[config.mk]
export PLATFORM = sky130hd
export DESIGN_NAME = clock_mode_ctrl
export DESIGN_NICKNAME = d
export VERILOG_FILES = /design/src/rtl/clock_mode_ctrl.sv
export SDC_FILE = /design/constraint.sdc
export NUM_CORES = 1
export LEC_CHECK = 0
export ABC_AREA = 1
export BUFFER_PORTS_ARGS = -buffer_cell sky130_fd_sc_hd__clkbuf_2
export CAP_MARGIN = 20
export CORE_ASPECT_RATIO = 1.2
export CORE_MARGIN = 2
export CORE_UTILIZATION = 55
export DETAILED_ROUTE_END_ITERATION = 6
export PLACE_DENSITY = 0.74
export SYNTH_ARGS = -nofsm -noshare
export SYNTH_HDL_FRONTEND = slang
export SYNTH_SLANG_ARGS = --single-unit
export TNS_END_PERCENT = 20
[constraint.sdc]
create_clock -name clk -period 3.95 [get_ports clk]
set_input_delay 0.1975 -clock clk [delete_from_list [all_inputs] [get_ports clk]]
set_output_delay 0.1975 -clock clk [all_outputs]
set_load 0.01 [all_outputs]
[src/rtl/clock_mode_ctrl.sv]
// Timekeeping controller: seconds prescaler, hh:mm:ss counters and RUN/SET_HR/SET_MIN mode FSM.
// Time fields update on the prescaler terminal-count edge; blink qualifiers lag the prescaler by one cycle.
module clock_mode_ctrl #(
  parameter int TICKS_PER_SEC = 100000000,
  parameter int PRE_W         = $clog2(TICKS_PER_SEC)
) (
  input  logic       clk,
  input  logic       reset,
  input  logic       mode_btn,
  input  logic       inc_btn,
  output logic [4:0] hours,
  output logic [5:0] minutes,
  output logic [5:0] seconds,
  output logic       sec_tick,
  output logic [1:0] mode,
  output logic       blink_hours,
  output logic       blink_minutes
);

  typedef enum logic [1:0] {
    RUN     = 2'd0,
    SET_HR  = 2'd1,
    SET_MIN = 2'd2
  } mode_e;

  localparam logic [PRE_W-1:0] PRE_LAST = PRE_W'(TICKS_PER_SEC - 1);
  localparam logic [PRE_W-1:0] PRE_HALF = PRE_W'(TICKS_PER_SEC / 2);

  mode_e            mode_q, mode_d;
  logic [PRE_W-1:0] pre_q, pre_d;
  logic [4:0]       hr_q, hr_d;
  logic [5:0]       min_q, min_d;
  logic [5:0]       sec_q, sec_d;
  logic             tick_q, tick_d;
  logic             blink_hr_q, blink_hr_d;
  logic             blink_min_q, blink_min_d;
  logic             pre_tc;

  assign pre_tc = (pre_q == PRE_LAST);

  always_comb begin
    mode_d      = mode_q;
    hr_d        = hr_q;
    min_d       = min_q;
    sec_d       = sec_q;
    tick_d      = 1'b0;
    pre_d       = pre_tc ? '0 : pre_q + PRE_W'(1);
    blink_hr_d  = (mode_q == SET_HR)  && (pre_q >= PRE_HALF);
    blink_min_d = (mode_q == SET_MIN) && (pre_q >= PRE_HALF);

    case (mode_q)
      RUN: begin
        // The tick still lands when mode_btn arrives on a terminal-count cycle.
        if (pre_tc) begin
          tick_d = 1'b1;
          if (sec_q == 6'd59) begin
            sec_d = 6'd0;
            if (min_q == 6'd59) begin
              min_d = 6'd0;
              hr_d  = (hr_q == 5'd23) ? 5'd0 : hr_q + 5'd1;
            end else begin
              min_d = min_q + 6'd1;
            end
          end else begin
            sec_d = sec_q + 6'd1;
          end
        end
        if (mode_btn) mode_d = SET_HR;
      end
      SET_HR: begin
        if (mode_btn)     mode_d = SET_MIN;
        else if (inc_btn) hr_d   = (hr_q == 5'd23) ? 5'd0 : hr_q + 5'd1;
      end
      SET_MIN: begin
        // Leaving set mode restarts a full second so the first tick is a whole period away.
        if (mode_btn) begin
          mode_d = RUN;
          sec_d  = 6'd0;
          pre_d  = '0;
        end else if (inc_btn) begin
          min_d = (min_q == 6'd59) ? 6'd0 : min_q + 6'd1;
        end
      end
      default: mode_d = RUN;
    endcase
  end

  always_ff @(posedge clk or posedge reset) begin
    if (reset) begin
      mode_q      <= RUN;
      pre_q       <= '0;
      hr_q        <= 5'd0;
      min_q       <= 6'd0;
      sec_q       <= 6'd0;
      tick_q      <= 1'b0;
      blink_hr_q  <= 1'b0;
      blink_min_q <= 1'b0;
    end else begin
      mode_q      <= mode_d;
      pre_q       <= pre_d;
      hr_q        <= hr_d;
      min_q       <= min_d;
      sec_q       <= sec_d;
      tick_q      <= tick_d;
      blink_hr_q  <= blink_hr_d;
      blink_min_q <= blink_min_d;
    end
  end

  assign hours         = hr_q;
  assign minutes       = min_q;
  assign seconds       = sec_q;
  assign sec_tick      = tick_q;
  assign mode          = mode_q;
  assign blink_hours   = blink_hr_q;
  assign blink_minutes = blink_min_q;

endmodule

==> results of run 1 <==
synth_stat cells (2+ instances only):
cell type  count
a21oi_1       17
a31oi_1        2
buf_2          2
buf_4          2
dfrtp_1       49
ha_1           5
inv_1         37
inv_2          4
nand2_1      115
nand2_2        3
nand2_4        5
nand3_1       36
nand4_1        5
nor2_1        73
nor2_2         2
nor2_4         9
nor3_1         7
nor3_4         3
nor4_1         2
o21ai_0        8
o21ai_1        2
xor2_1         5
worst max-delay path, cell delays in order (launching register included):
cell,delay (ps)
dfrtp_1,410
ha_1,230
nand2_1,130
nor2_4,60
nand2_4,130
nor2_4,60
a21oi_4,410
inv_2,180
nor3_1,190
cell families after synthesis:
logic type	Yosys count	share of synthesized area [%]
AOI/OAI and AO/OA	34	6.56
xor gates and xnor gates	6	1.77
adders and majority gates	5	2.10
buffers and inverters	45	6.01
DFF	49	41.2
and+or+nand+nor	267	42.3
stage by stage:
stage | hold slack (ps) | cells | instance area [um^2]
2_1_floorplan | 304 | 406 | 2980
3_3_place_gp | 444 | 489 | 3150
3_5_place_dp | 464 | 489 | 3150
4_1_cts | 143 | 497 | 3240
5_1_grt | 156 | 499 | 3270
6_report | 156 | 499 | 3270
how the worst min path moves through the flow:
stage	from	endpoint	slack [ps]	cells past startpoint
floorplan	mode_btn	pre_q[25]	300	1
global placement	pre_q[0]	pre_q[0]	440	1
detailed placement	pre_q[0]	pre_q[0]	460	1
CTS	mode_btn	pre_q[25]	140	2
global route	mode_btn	pre_q[25]	160	2
finish	mode_btn	pre_q[25]	160	2
layout by cell type, fill, tap and decap left out, types with 2 or more instances in the layout:
master    instances
xor2_1            5
nor2_4            9
clkbuf_2         25
inv_1            36
nand2_1         115
clkbuf_8          5
nor3_4            3
nor4_1            2
dfrtp_1          49
o21ai_1           2
nor2_2            2
nor2_1           73
a21oi_1          17
nand2_2           3
inv_2             5
o21ai_0           8
nor3_1            7
nand4_1           5
nand2_4           5
nand3_1          36
a31oi_1           2
ha_1              5
sequential cells by signal, indices dropped and copies added (netlist names):
register,flops
blink_hours,1
blink_minutes,1
hours,5
minutes,6
mode,2
pre_q,27
sec_tick,1
seconds,6
power groups by stage:
stage | logic (mW) | registers, mW | clock network, mW
6_report | 0.632 | 0.750 | 0.301
5_1_grt | 0.732 | 0.772 | 0.331
4_1_cts | 0.638 | 0.748 | 0.315
3_5_place_dp | 0.636 | 0.757 | 0
3_3_place_gp | 0.620 | 0.753 | 0
2_1_floorplan | 0.463 | 0.759 | 0
cell type report:
| type | instances | area [um^2] |
|---|---|---|
| fill | 485 | 1990 |
| inverter | 41 | 154 |
| clock inverter | 3 | 21.3 |
| timing repair buffer | 27 | 155 |
| tap | 62 | 77.6 |
| clock buffer | 5 | 68.8 |
| multi-input combinational | 312 | 1570 |
| sequential | 49 | 1230 |
routing by layer:
layer	vias to the layer above	routed length (um)	track usage, %
li1	1354	-	-
met1	1217	2660	27.8
met2	51	3030	37.8
met3	8	186	3.00
met4	0	111	7.38
met5	-	0	0
repair_timing:
item	in CTS	in global routing
hold endpoints to repair	0	7
hold buffers	0	1
setup buffers	0	0
==> reports/metrics.yaml, run 1 <==
status:
  status: "completed"
global_routing:
  first_global_vias: 2360
  grt_max_degree: 50
  track_usage_pct: 21.8
  overflow: 0
  antenna_found_initial: 0
  grt_pass1_wl_mm: 10.6
cts:
  cts_max_path_buffers: 2
  path_clk_slew_ps: 90
  cts_root_buf: "clkbuf_8"
  cts_tree: "done"
  cts.sinks: 49
  htreeDepth: 2
  cts_buffers: 5
  cts_resized: 0
  clkLatencyLatePin_ps: 310
sta:
  maxSlewViolCount: 0
  finalClockSkew_ps: 8.37
  tightest_slew_ps: 467
  slew_headroom_pct: 68.8
  fin_crit_sh_pct: 47.8
  min_period_ps: 1890
  fmaxAchievable_ghz: 0.530
  setup_viol_count_final: 0
  timing.final.ws_setup_ps: 2060
  grt_setup_unrepaired: "false"
  finalSetupTns_ps: 0
  finalHoldViolations: 0
pwr:
  internal_power_mw: 0.968
  cellPowerDensity_nw_per_um2: 514
  ir_drop_mv: 0.372
  p_switching_mw: 0.715
  pwr-share-comb_pct: 37.6
  p_leak_nw: 1.63
  clkPwrFrac_pct: 17.9
  p_sw_share_pct: 42.5
  seqPwrFrac_pct: 44.6
  finalPower_mw: 1.68
setup_path:
  startpoint: "pre_q[0]"
  crit_end: "pre_q[8]"
  r2r-end: "pre_q[8]"
  cp-end-kind: "flop"
  crit_required_ps: 4170
  crit_fanout: 17
  reg2reg_slack_ps: 2060
  critPathArrivalTime_ps: 2100
  r2r_cells: 8
  start_kind: "flop"
  crit_type: "flop to flop"
  worstReg2RegStart: "pre_q[0]"
die:
  core_area_um2: 5260
  fp.dieW_um: 71.1
  dieArea_um2: 6020
  initial_core_util_pct: 56.6
  io_pins: 26
  chipHeight_um: 84.6
  num_rows: 29
layout:
  n_antenna_cell: 0
  drive_gt1_share_pct: 14.9
  post-route-util_pct: 62.2
  area_delta_synth_final_pct: 10.0
  nets: 445
placed_design:
  io_buffers: 25
  post-place-ws_ps: 2060
  finalWeightedCongestion: 0.863
  hpwl_mm: 4.47
synthesis:
  yosysSeqAreaShare_pct: 41.2
  async_flop_share_pct: 100
  yosysWarnings: 0
  synth.area.top_cells: "dfrtp_1, nand2_1, nor2_1"
  synth_top_area_share_pct: 41.2
  synth_flop_cell: "dfrtp_1"
  ys_ff_latch: 49
  syn_area_per_cell_um2: 7.33
  netlist_area_um2: 2980
  synth_top_area_cell: "dfrtp_1"
  yosysUniqueCellTypes: 35
  synthCells: 406
  syn_nets: 415
  synth_edf_count: 0
routing:
  drt_iter0_drc: 92
  ant_nets: 0
  route.detailed.drc: 0
  drtPass1Iterations: 4
  wl_mm: 5.98
  wl_per_cell_um: 12.0
  viasPerCell: 5.27
  vias: 2630
worst_hold_path:
  hold_path_class: "input pin to flop"
flow_run:
  drv_cap: 0
No activity file was read; power rests on OpenSTA's default activity.
==> run 2: changes to the inputs <==
--- a/config.mk
+++ b/config.mk
@@ -10,9 +10,9 @@
 export CAP_MARGIN = 20
 export CORE_ASPECT_RATIO = 1.2
 export CORE_MARGIN = 2
-export CORE_UTILIZATION = 55
+export CORE_UTILIZATION = 54
 export DETAILED_ROUTE_END_ITERATION = 6
-export PLACE_DENSITY = 0.74
+export PLACE_DENSITY = 0.76
 export SYNTH_ARGS = -nofsm -noshare
 export SYNTH_HDL_FRONTEND = slang
 export SYNTH_SLANG_ARGS = --single-unit
==> constraint.sdc (replaced) <==
create_clock -name clk -period 1.6 [get_ports clk]
set_input_delay 0.08 -clock clk [delete_from_list [all_inputs] [get_ports clk]]
set_output_delay 0.08 -clock clk [all_outputs]
set_load 0.01 [all_outputs]
==> run 2 against run 1 <==
The run now ends with negative setup slack left. Sequential power up 140%. Critical endpoint is now pre_q[26]. Sequential share of layout area down 3.4 points. First-iteration DRC count up 59%. Hold slack worse by 110 ps. Non-clock buffer count up 32.
==> reports/metrics.yaml, run 2 (same netlist as run 1, synthesis figures left out) <==
worst_hold_path:
  hold_path_class: "input pin to flop"
sta:
  hold_ws_ps: 48.6  # -107 ps
  setup_viol_count_final: 1  # +1
  min_period_ps: 1620  # -263 ps
  tightest_slew_ps: 509  # +41.2 ps
  finalClockSkew_ps: 9.81  # +1.44 ps
  timing.final.ws_setup_ps: -24.8  # -2090 ps
  fmaxAchievable_ghz: 0.615  # +16%
  maxSlewViolCount: 0  # unchanged
  finalHoldViolations: 0  # unchanged
  slew_headroom_pct: 66.0  # -2.7 points
  grt_setup_unrepaired: "true"
  fin_crit_sh_pct: 102  # +54 points
routing:
  top_layer_used: "met4"
  wl_mm: 6.48  # +8.4%
  wl_met3_um: 184  # -1.1%
  vias: 2781  # +5.7%
  m1WireLength_mm: 2.74  # +3.2%
  wl_per_cell_um: 12.2  # +1.8%
  ant_nets: 0  # unchanged
  route.detailed.drc: 0  # unchanged
  viasPerCell: 5.24  # -0.63%
  drt_iter0_drc: 146  # +59%
  drtPass1Iterations: 4  # unchanged
  met2_length_mm: 3.47  # +15%
placed_design:
  dpl.cell_count: 517  # +5.7%
  finalWeightedCongestion: 0.884  # +2.5%
  io_buffers: 25  # unchanged
  post-place-ws_ps: -33.0  # -2100 ps
  hpwl_mm: 4.79  # +7.1%
die:
  dieArea_um2: 6120  # +1.8%
  fp.dieW_um: 71.8  # +0.87%
  num_rows: 29  # unchanged
  chipHeight_um: 85.3  # +0.88%
  core_area_um2: 5300  # +0.69%
  io_pins: 26  # unchanged
  initial_core_util_pct: 56.2  # -0.39 points
pwr:
  p_leak_nw: 1.81  # +11%
  finalPower_mw: 4.61  # +170%
  cellPowerDensity_nw_per_um2: 1280  # +150%
  ir_drop_mv: 0.677  # +82%
cts:
  cts_buffers: 5  # unchanged
  cts_max_path_buffers: 2  # unchanged
  clkLatencyLatePin_ps: 310  # about the same
  path_clk_slew_ps: 100  # about the same
  cts_tree: "done"
  cts.sinks: 49  # unchanged
  cts_root_buf: "clkbuf_8"
  htreeDepth: 2  # unchanged
layout:
  area_delta_synth_final_pct: 20.9
  largest_reg_flops: 27  # unchanged
  layout.cells.non_filler: 531  # +6.4%
  n_antenna_cell: 0  # unchanged
  layout_common_cells: "nand2_1, nor2_1, dfrtp_1"
  drive_gt1_share_pct: 22.8  # +7.9 points
  layout_commonest_cell: "nand2_1"
  nets: 477  # +7.2%
  regMostFlops: "pre_q"
global_routing:
  grt_pass1_wl_mm: 10.8  # +1.6%
  antenna_found_initial: 0  # unchanged
  overflow: 0  # unchanged
  grt_max_degree: 28  # -44%
  first_global_vias: 2549  # +8.0%
  track_usage_pct: 21.9  # about the same
setup_path:
  critPathArrivalTime_ps: 1830  # -270 ps
  cp-end-kind: "flop"
  crit_required_ps: 1810  # -2360 ps
  crit_fanout: 5  # -12
  start_kind: "flop"
  crit_type: "flop to flop"
flow_run:
  drv_cap: 0  # unchanged
status:
  status: "finished, violations left"
  violations: "negative setup slack"
==> run 2: cell count changes in the layout (fill, tap and decap cells not counted), moves of 2 or more <==
cell / delta
nand2_1: -3
nor2_1: -4
nand2_4: +2
ha_1: -2
ha_2: +2
buf_4: +26
nor2_2: +3
buf_6: +4
==> run 2: cell type report <==
type                            count  area (um^2)
Multi-Input combinational cell    312         1610
Clock buffer                        6         72.6
Tap cell                           62         77.6
Timing Repair Buffer               59          430
Inverter                           41          164
Fill cell                         441         1700
Sequential cell                    49         1230
Clock inverter                      2         15.0
==> run 2: power breakdown <==
part	total [mW]	internal, mW	switching (mW)
clock network	0.753	0.309	0.444
registers	1.80	1.52	0.279
logic	2.06	0.884	1.18
==> run 2: path summary, 6_finish.rpt <==
path,depth (start not counted),endpoint,from,slack [ps]
worst max-delay path,9,pre_q[26],pre_q[0],-20
worst min-delay path,2,mode[0],mode_btn,50
worst max register to register,9,pre_q[26],pre_q[0],-20
worst min register to register,1,pre_q[9],pre_q[9],530
max in group asynchronous,4,pre_q[22],reset,760
min in group asynchronous,3,pre_q[4],reset,330
==> run 2: critical path, cell delays in order (launching register included) <==
cell	delay, ps
dfrtp_1	360
ha_2	200
nand2_2	80
nor2_4	130
nand2_4	100
buf_6	130
nor3_4	200
nand2_1	110
nor2_1	140
nor2_1	60
==> run 2: stage by stage <==
| stage | setup TNS, ps | area [um^2] | util [%] |
|---|---|---|---|
| 2_1_floorplan | -190 | 2980 | - |
| 3_3_place_gp | 0 | 3380 | 63.7 |
| 3_5_place_dp | -160 | 3380 | 63.7 |
| 4_1_cts | 0 | 3490 | 65.9 |
| 5_1_grt | -1330 | 3600 | 67.9 |
| 6_report | -24.8 | 3600 | 67.9 |
==> run 2: routing by layer <==
metal	vias up	GRT usage, %
li1	1414	-
met1	1306	26.6
met2	52	38.9
met3	9	3.21
met4	0	7.72
met5	-	0
==> run 2: timing repair <==
item,CTS,global route
endpoints found under the setup margin,16,41
setup buffers,1,4
pin swaps,2,6
endpoints found under the hold margin,22,0
gates resized for setup,3,21
hold buffers,1,0
